==> src/rtl/uart_pkg.sv <==
// Shared UART definitions: FSM state encoding, parity selectors, prescale width.
package uart_pkg;

    // Bit-period prescale counter width; bit period = prescale + 1 clocks.
    localparam int unsigned PRESCALE_W = 5;

    // Parity type selectors as seen on par_typ.
    localparam logic PAR_EVEN = 1'b0;
    localparam logic PAR_ODD  = 1'b1;

    // Frame FSM states, same style as the receive FSM.
    typedef enum logic [2:0] {
        StIdle,
        StStart,
        StData,
        StParity,
        StStop
    } uart_state_e;

endpackage

==> src/rtl/uart_tx_bit_timer.sv <==
// Bit timer: counts clocks within a bit period and the index of the current bit.
module uart_tx_bit_timer
    import uart_pkg::*;
#(
    parameter int unsigned IdxW = 4
) (
    input  logic                  clk_i,
    input  logic                  rst_ni,
    input  logic                  en_i,
    input  logic                  clr_i,
    input  logic [PRESCALE_W-1:0] prescale_i,
    output logic                  bit_done_o,
    output logic [IdxW-1:0]       bit_index_o
);

    logic [PRESCALE_W-1:0] cnt_q, cnt_d;
    logic [IdxW-1:0]       idx_q, idx_d;

    // Last clock of the current bit period.
    assign bit_done_o  = en_i && (cnt_q == prescale_i);
    assign bit_index_o = idx_q;

    // Next-state: clear wins, otherwise count 0..prescale and advance the index on wrap.
    always_comb begin
        cnt_d = cnt_q;
        idx_d = idx_q;
        if (clr_i) begin
            cnt_d = '0;
            idx_d = '0;
        end else if (en_i) begin
            if (cnt_q == prescale_i) begin
                cnt_d = '0;
                idx_d = idx_q + 1'b1;
            end else begin
                cnt_d = cnt_q + 1'b1;
            end
        end
    end

    // Counter registers.
    always_ff @(posedge clk_i or negedge rst_ni) begin
        if (!rst_ni) begin
            cnt_q <= '0;
            idx_q <= '0;
        end else begin
            cnt_q <= cnt_d;
            idx_q <= idx_d;
        end
    end

endmodule

==> src/rtl/uart_tx.sv <==
// UART transmitter: latches a byte on handshake and serialises start, data (LSB first),
// optional parity and stop bits onto tx_out with registered outputs.
module uart_tx
    import uart_pkg::*;
#(
    parameter int unsigned DATA_WIDTH = 8
) (
    input  logic                  clk,
    input  logic                  rst,
    input  logic [DATA_WIDTH-1:0] p_data,
    input  logic                  data_valid,
    input  logic                  par_en,
    input  logic                  par_typ,
    input  logic [PRESCALE_W-1:0] prescale,
    output logic                  tx_out,
    output logic                  busy
);

    localparam int unsigned     IdxW    = $clog2(DATA_WIDTH + 1);
    localparam logic [IdxW-1:0] LastIdx = IdxW'(DATA_WIDTH - 1);

    uart_state_e state_q, state_d;
    logic        tx_q, tx_d;
    logic        busy_q, busy_d;

    logic [DATA_WIDTH-1:0] data_q;
    logic                  par_en_q;
    logic                  par_typ_q;
    logic [PRESCALE_W-1:0] prescale_q;

    logic                  accept;
    logic                  timer_clr;
    logic                  timer_en;
    logic                  bit_done;
    logic [IdxW-1:0]       bit_index;
    logic                  parity;
    logic [DATA_WIDTH-1:0] data_shifted;

    assign timer_en = (state_q != StIdle);

    uart_tx_bit_timer #(
        .IdxW (IdxW)
    ) u_bit_timer (
        .clk_i       (clk),
        .rst_ni      (rst),
        .en_i        (timer_en),
        .clr_i       (timer_clr),
        .prescale_i  (prescale_q),
        .bit_done_o  (bit_done),
        .bit_index_o (bit_index)
    );

    // Parity from latched data only; odd parity inverts the even result.
    assign parity = (^data_q) ^ (par_typ_q == PAR_ODD);

    // Next data bit; the index is relative to the DATA state because the timer is
    // cleared on the START->DATA transition.
    assign data_shifted = data_q >> (bit_index + 1'b1);

    // Next-state and next registered outputs; tx_d is the value for the coming bit.
    always_comb begin
        state_d   = state_q;
        tx_d      = tx_q;
        accept    = 1'b0;
        timer_clr = 1'b0;
        unique case (state_q)
            StIdle: begin
                tx_d = 1'b1;
                if (data_valid) begin
                    accept    = 1'b1;
                    timer_clr = 1'b1;
                    state_d   = StStart;
                    tx_d      = 1'b0;
                end
            end
            StStart: begin
                if (bit_done) begin
                    timer_clr = 1'b1;
                    state_d   = StData;
                    tx_d      = data_q[0];
                end
            end
            StData: begin
                if (bit_done) begin
                    if (bit_index == LastIdx) begin
                        if (par_en_q) begin
                            state_d = StParity;
                            tx_d    = parity;
                        end else begin
                            state_d = StStop;
                            tx_d    = 1'b1;
                        end
                    end else begin
                        tx_d = data_shifted[0];
                    end
                end
            end
            StParity: begin
                if (bit_done) begin
                    state_d = StStop;
                    tx_d    = 1'b1;
                end
            end
            StStop: begin
                if (bit_done) begin
                    state_d = StIdle;
                    tx_d    = 1'b1;
                end
            end
            default: begin
                state_d = StIdle;
                tx_d    = 1'b1;
            end
        endcase
        busy_d = (state_d != StIdle);
    end

    // FSM and output registers; reset aborts any frame in progress.
    always_ff @(posedge clk or negedge rst) begin
        if (!rst) begin
            state_q <= StIdle;
            tx_q    <= 1'b1;
            busy_q  <= 1'b0;
        end else begin
            state_q <= state_d;
            tx_q    <= tx_d;
            busy_q  <= busy_d;
        end
    end

    // Frame operands captured on the accepting edge and held for the whole frame.
    always_ff @(posedge clk or negedge rst) begin
        if (!rst) begin
            data_q     <= '0;
            par_en_q   <= 1'b0;
            par_typ_q  <= PAR_EVEN;
            prescale_q <= '0;
        end else if (accept) begin
            data_q     <= p_data;
            par_en_q   <= par_en;
            par_typ_q  <= par_typ;
            prescale_q <= prescale;
        end
    end

    assign tx_out = tx_q;
    assign busy   = busy_q;

endmodule

==> config.mk <==
export PLATFORM = sky130hd
export DESIGN_NAME = uart_tx
export DESIGN_NICKNAME = d
export VERILOG_FILES = /design/src/rtl/uart_pkg.sv /design/src/rtl/uart_tx_bit_timer.sv /design/src/rtl/uart_tx.sv
export SDC_FILE = /design/constraint.sdc
export NUM_CORES = 1
export LEC_CHECK = 0
export CORE_MARGIN = 3
export CORE_UTILIZATION = 65
export CTS_BUF_LIST = sky130_fd_sc_hd__clkbuf_8
export DETAILED_ROUTE_END_ITERATION = 16
export DONT_BUFFER_PORTS = 1
export HOLD_SLACK_MARGIN = 0.06
export PLACE_DENSITY = 0.79
export SLEW_MARGIN = 20
export SYNTH_ARGS = -nofsm -noshare
export SYNTH_HDL_FRONTEND = slang
export SYNTH_SLANG_ARGS = --single-unit
==> constraint.sdc <==
create_clock -name clk -period 3.2 [get_ports clk]
set_input_delay 0.16 -clock clk [delete_from_list [all_inputs] [get_ports clk]]
set_output_delay 0.16 -clock clk [all_outputs]
set_load 0.005 [all_outputs]
Word-level counts from Yosys, hierarchy flattened
Cells that the tools add are included.

cells by class
  mux-type cells = 25
  shift operators = 1
  eq/ne operators = 9
  add/subtract/negate cells = 2
  bitwise operators = 1
  reductions and logical operators = 10

operators with widths
  kind                   number
  $mux W3                7
  $mux W5                3
  $pmux W3 S5            1
  $mux W4                3
  $mux W1                9
  $reduce_xor A8 Y1      1
  $shr A8 B4 Y1          1
  $eq A3 B2 Y1 const B   2
  $reduce_bool A3 Y1     2
  $add A5 B1 Y5 const B  1
  $eq A5 B5 Y1           1
  $add A4 B1 Y4 const B  1
  $eq A4 B3 Y1 const B   1
  $ne A2 B2 Y1 const B   2
  $pmux W1 S4            1
  $reduce_bool A2 Y1     2
  $eq A3 B1 Y1 const B   1
  $eq A3 B3 Y1 const B   1
  $logic_not A3 Y1       1
  $reduce_and A3 Y1      1
  $ne A2 B1 Y1 const B   1
  $pmux W1 S2            1
  $reduce_and A2 Y1      1
  $reduce_or A2 Y1       1
  other kinds (2)        2

storage, ports and cells
  input bits = 18
  output and inout bits = 2
  word-level logic and storage cells = 57
  bits in registers = 29

Longest topological paths before layout
  word-level depth = 6
  mapped depth = 7
  gate-level depth less buffers = 6

Modules after synthesis
A second synthesis with hierarchy kept.

unflattened totals
  cell total of the unflattened synthesis = 148
  area, all modules = 1,597.8 sq um

modules (own cells, without submodules)
  module             sequential area each (sq um)  instances  area each (sq um)  cells each
  uart_tx            501.7                         1          1,048.5            89
  uart_tx_bit_timer  225.2                         1          549.3              59

Worst setup path before layout
Ideal clock, no wire load.

  path kind = flip-flop to flip-flop
  start point = reg state_q[0]
  end point = reg data_q[0]
  period minus slack after synthesis = 1.673 ns
  stages on the path, launching flop included = 7
  setup time = 0.125 ns
  data required time = 3.075 ns
  arrival time = 1.548 ns
  buffers on the path = 3
  setup slack = 1.527 ns
  path through = dfrtp_1 buf_2 nor3_1 and2_1 buf_4 buf_6 mux2_2

on the way
  longest elaborated chain between the ends = 2

ends and longest elaborated chain
  item                    RTL line        source
  from (decl)             uart_tx.sv:22   uart_state_e state_q, state_d;
  from (signal assigned)  uart_tx.sv:121  state_q <= StIdle;
  from (signal assigned)  uart_tx.sv:125  state_q <= state_d;
  $logic_not A3 Y1        uart_tx.sv:66   unique case (state_q)
  $mux W1                 uart_tx.sv:66
  to (signal assigned)    uart_tx.sv:139  data_q <= p_data;
  to (decl)               uart_tx.sv:26   logic [DATA_WIDTH-1:0] data_q;

Every way passes these cells.
A chain may end at the register's enable or synchronous reset.

Final worst setup path
  start point = reg state_q[0]
  end point = reg prescale_q[3]

on the way
  longest elaborated chain between the ends = 2

ends and longest elaborated chain
  item                  RTL line        source
  $logic_not A3 Y1      uart_tx.sv:66
  $mux W1               uart_tx.sv:66
  to (signal assigned)  uart_tx.sv:142  prescale_q <= prescale;
  to (decl)             uart_tx.sv:29   logic [PRESCALE_W-1:0] prescale_q;

Every way passes these cells.

==> run metrics <==
# setup viols final 0; first-pass GRT wire length 5837 um; Die X 54.86 um; Ys Warns 0; initial antenna violation count 0; worst skew pair latency 280 ps; Iter 0 DRT Violations 49; RSZ-0062 raised after global routing false; Yosys cell types 41; largest family of logic cells by synthesized area multiplexers; post-synthesis adder-cell area fraction 1.613%; vias in the first global route 1223; H-tree depth 2; Layout area overhead 19.27%; max-slew violation count 0; Top FF cell, synth dfrtp_1; XOR/XNOR Fraction of Synth Area 9.355%; Max Cap Viol 0; critical path required time 3360 ps; PwrDens 1052 nW/um2; Synth Register Bits 29; simple-gate share of the synthesized area 12.58%; Final Hold Fails 0; Seq/Total Area, Yosys 46.85%; Vias per Instance 6.319; Cells after Synth 143; hold depth 2; Worst Tran Pin Value 743.4 ps; Core Region 2233 um2; Pre-antenna DRT Iters 4; GR Util All Layers 28.06%; clock root buffer clkbuf_8; Antenna Cells 0; commonest cells after routing, fill and taps aside dfrtp_1, dlygate4sd3_1, nand2_1; Yosys top cell by area dfrtp_1; Worst slew margin 50.44%; Post-CTS Resized 0; via count 1207; Final nets 182; fill count 116; detailed placement HPWL 2095 um; dominant cells by area after synthesis dfrtp_1, mux2_2, xor2_1; Synth top area share 45.16%; setup TNS 0 ps; crit path launch type register; CP Class reg2reg; Clock Skew 6.681 ps; Final GP Congestion 0.9007; Remaining DRCs 0; Fmax 475.7 MHz; Setup crit end kind register; post-synthesis mux area share 13.55%; Ports 20; clk slew on worst S/H paths 70 ps; Post-Route WL 3511 um; total gr overflow 0; Seq. cell area 726.9 um2; Leak 0.0007824 uW; post-CTS setup buffers 0; VDD IR max 0.0007701 V; WP data arrival 2260 ps; PortBufs 0; share of cells above drive strength 1 17.18%; cell row count 17; Compound-Gate Fraction of Synth Area 12.74%; wire length per cell 18.38 um; R2R cell count 3; synthesized area per cell 10.85 um2; CTS tree built; Synth async-reset ratio 100.0%; worst-path fanout max 16; Hold WS 112.5 ps; commonest non-fill, non-tap cell in the layout dfrtp_1; Chip Height 54.86 um; Hold WC Path Type in2reg; number of synthesized flops with an enable pin 0; CTS Sinks 29; Final min period 2102 ps; remaining antenna violation count 0; Syn Nets 163; status finished, final reports clean; clk buf depth 2; Cell Area, Synth 1551 um2; Multi-input gate area 773.2 um2; largest net degree at the start of global routing 30; initial core utilization 69.47%; hold_buf cts 17; Final period util 65.69%; CTS buffer count 5; Die ar. 3009 um2
cells by family (layout without fill, tap and decap cells):
logic type,Yosys count,in the layout
and+or+nand+nor,38,38
DFF,29,29
buffers and inverters,10,30
muxes,19,19
xor gates and xnor gates,15,15
AOI/OAI and AO/OA,30,30
adders and majority gates,2,2
worst paths after layout:
path	slack, ps	startpoint	end
max	1100	state_q[0]$_DFF_PN0_	prescale_q[3]$_DFFE_PN0P_
min	110	data_valid	busy$_DFF_PN0_
max reg2reg	1100	state_q[0]$_DFF_PN0_	prescale_q[3]$_DFFE_PN0P_
min reg2reg	540	prescale_q[4]$_DFFE_PN0P_	prescale_q[4]$_DFFE_PN0P_
max in group asynchronous	2660	rst	tx_out$_DFFE_PN1P_
min in group asynchronous	320	rst	par_en_q$_DFFE_PN0P_
worst max-delay path, stage by stage (launching register included):
cell,delay [ps]
dfrtp_1,480
nor3_1,400
and2_1,680
mux2_2,420
cell type report:
type	count	area share, %
clock inverter	2	1.826
multi-input combinational	104	41.79
clock buffer	6	4.462
sequential	29	39.28
timing repair buffer	17	9.736
tap	28	1.893
inverter	5	1.014
cell usage after synthesis, types with 2 or more instances:
cell type,n
a31oi_1,4
a21o_2,2
mux2_1,4
nand2_1,13
o22ai_1,2
ha_1,2
buf_2,2
a21oi_1,4
nor2_1,8
nor3_1,2
xor2_1,8
dfrtp_1,28
o21ai_0,10
or3_1,2
xnor2_1,6
inv_1,5
mux2_2,12
nand3_1,4
mux2i_1,3
through the flow:
stage               instances  power [uW]  worst slack, ps  util [%]  cell area [um2]
floorplan                 143        1338             1527         -             1551
global placement          166        1435             1260     69.58             1554
detailed placement        166        1474             1131     69.58             1554
CTS                       191        1891             1104     82.86             1851
global route              191        2063            930.1     82.86             1851
finish                    191        1946             1098     82.86             1851
layer usage:
| metal | track usage [%] | share of wire, % | vias up |
|---|---|---|---|
| met5 | 0 | 0 | - |
| met4 | 11.20 | 1.5 | 0 |
| met3 | 8.719 | 7.3 | 8 |
| met2 | 45.47 | 50 | 50 |
| met1 | 34.43 | 41 | 595 |
| li1 | - | - | 554 |
registers in the layout (all words and copies together), names as in the netlist:
| register | cells |
|---|---|
| u_bit_timer.cnt_q | 5 |
| state_q | 3 |
| par_en_q | 1 |
| data_q | 8 |
| u_bit_timer.bit_index_o | 4 |
| tx_out | 1 |
| prescale_q | 5 |
| busy | 1 |
| par_typ_q | 1 |
power by group:
group	switching [uW]	total (uW)	internal, uW
Combinational	393	822	429
Clock	140	391	250
Sequential	200	733	533
Total	734	1950	1210
(Power assumes the default switching activity.)
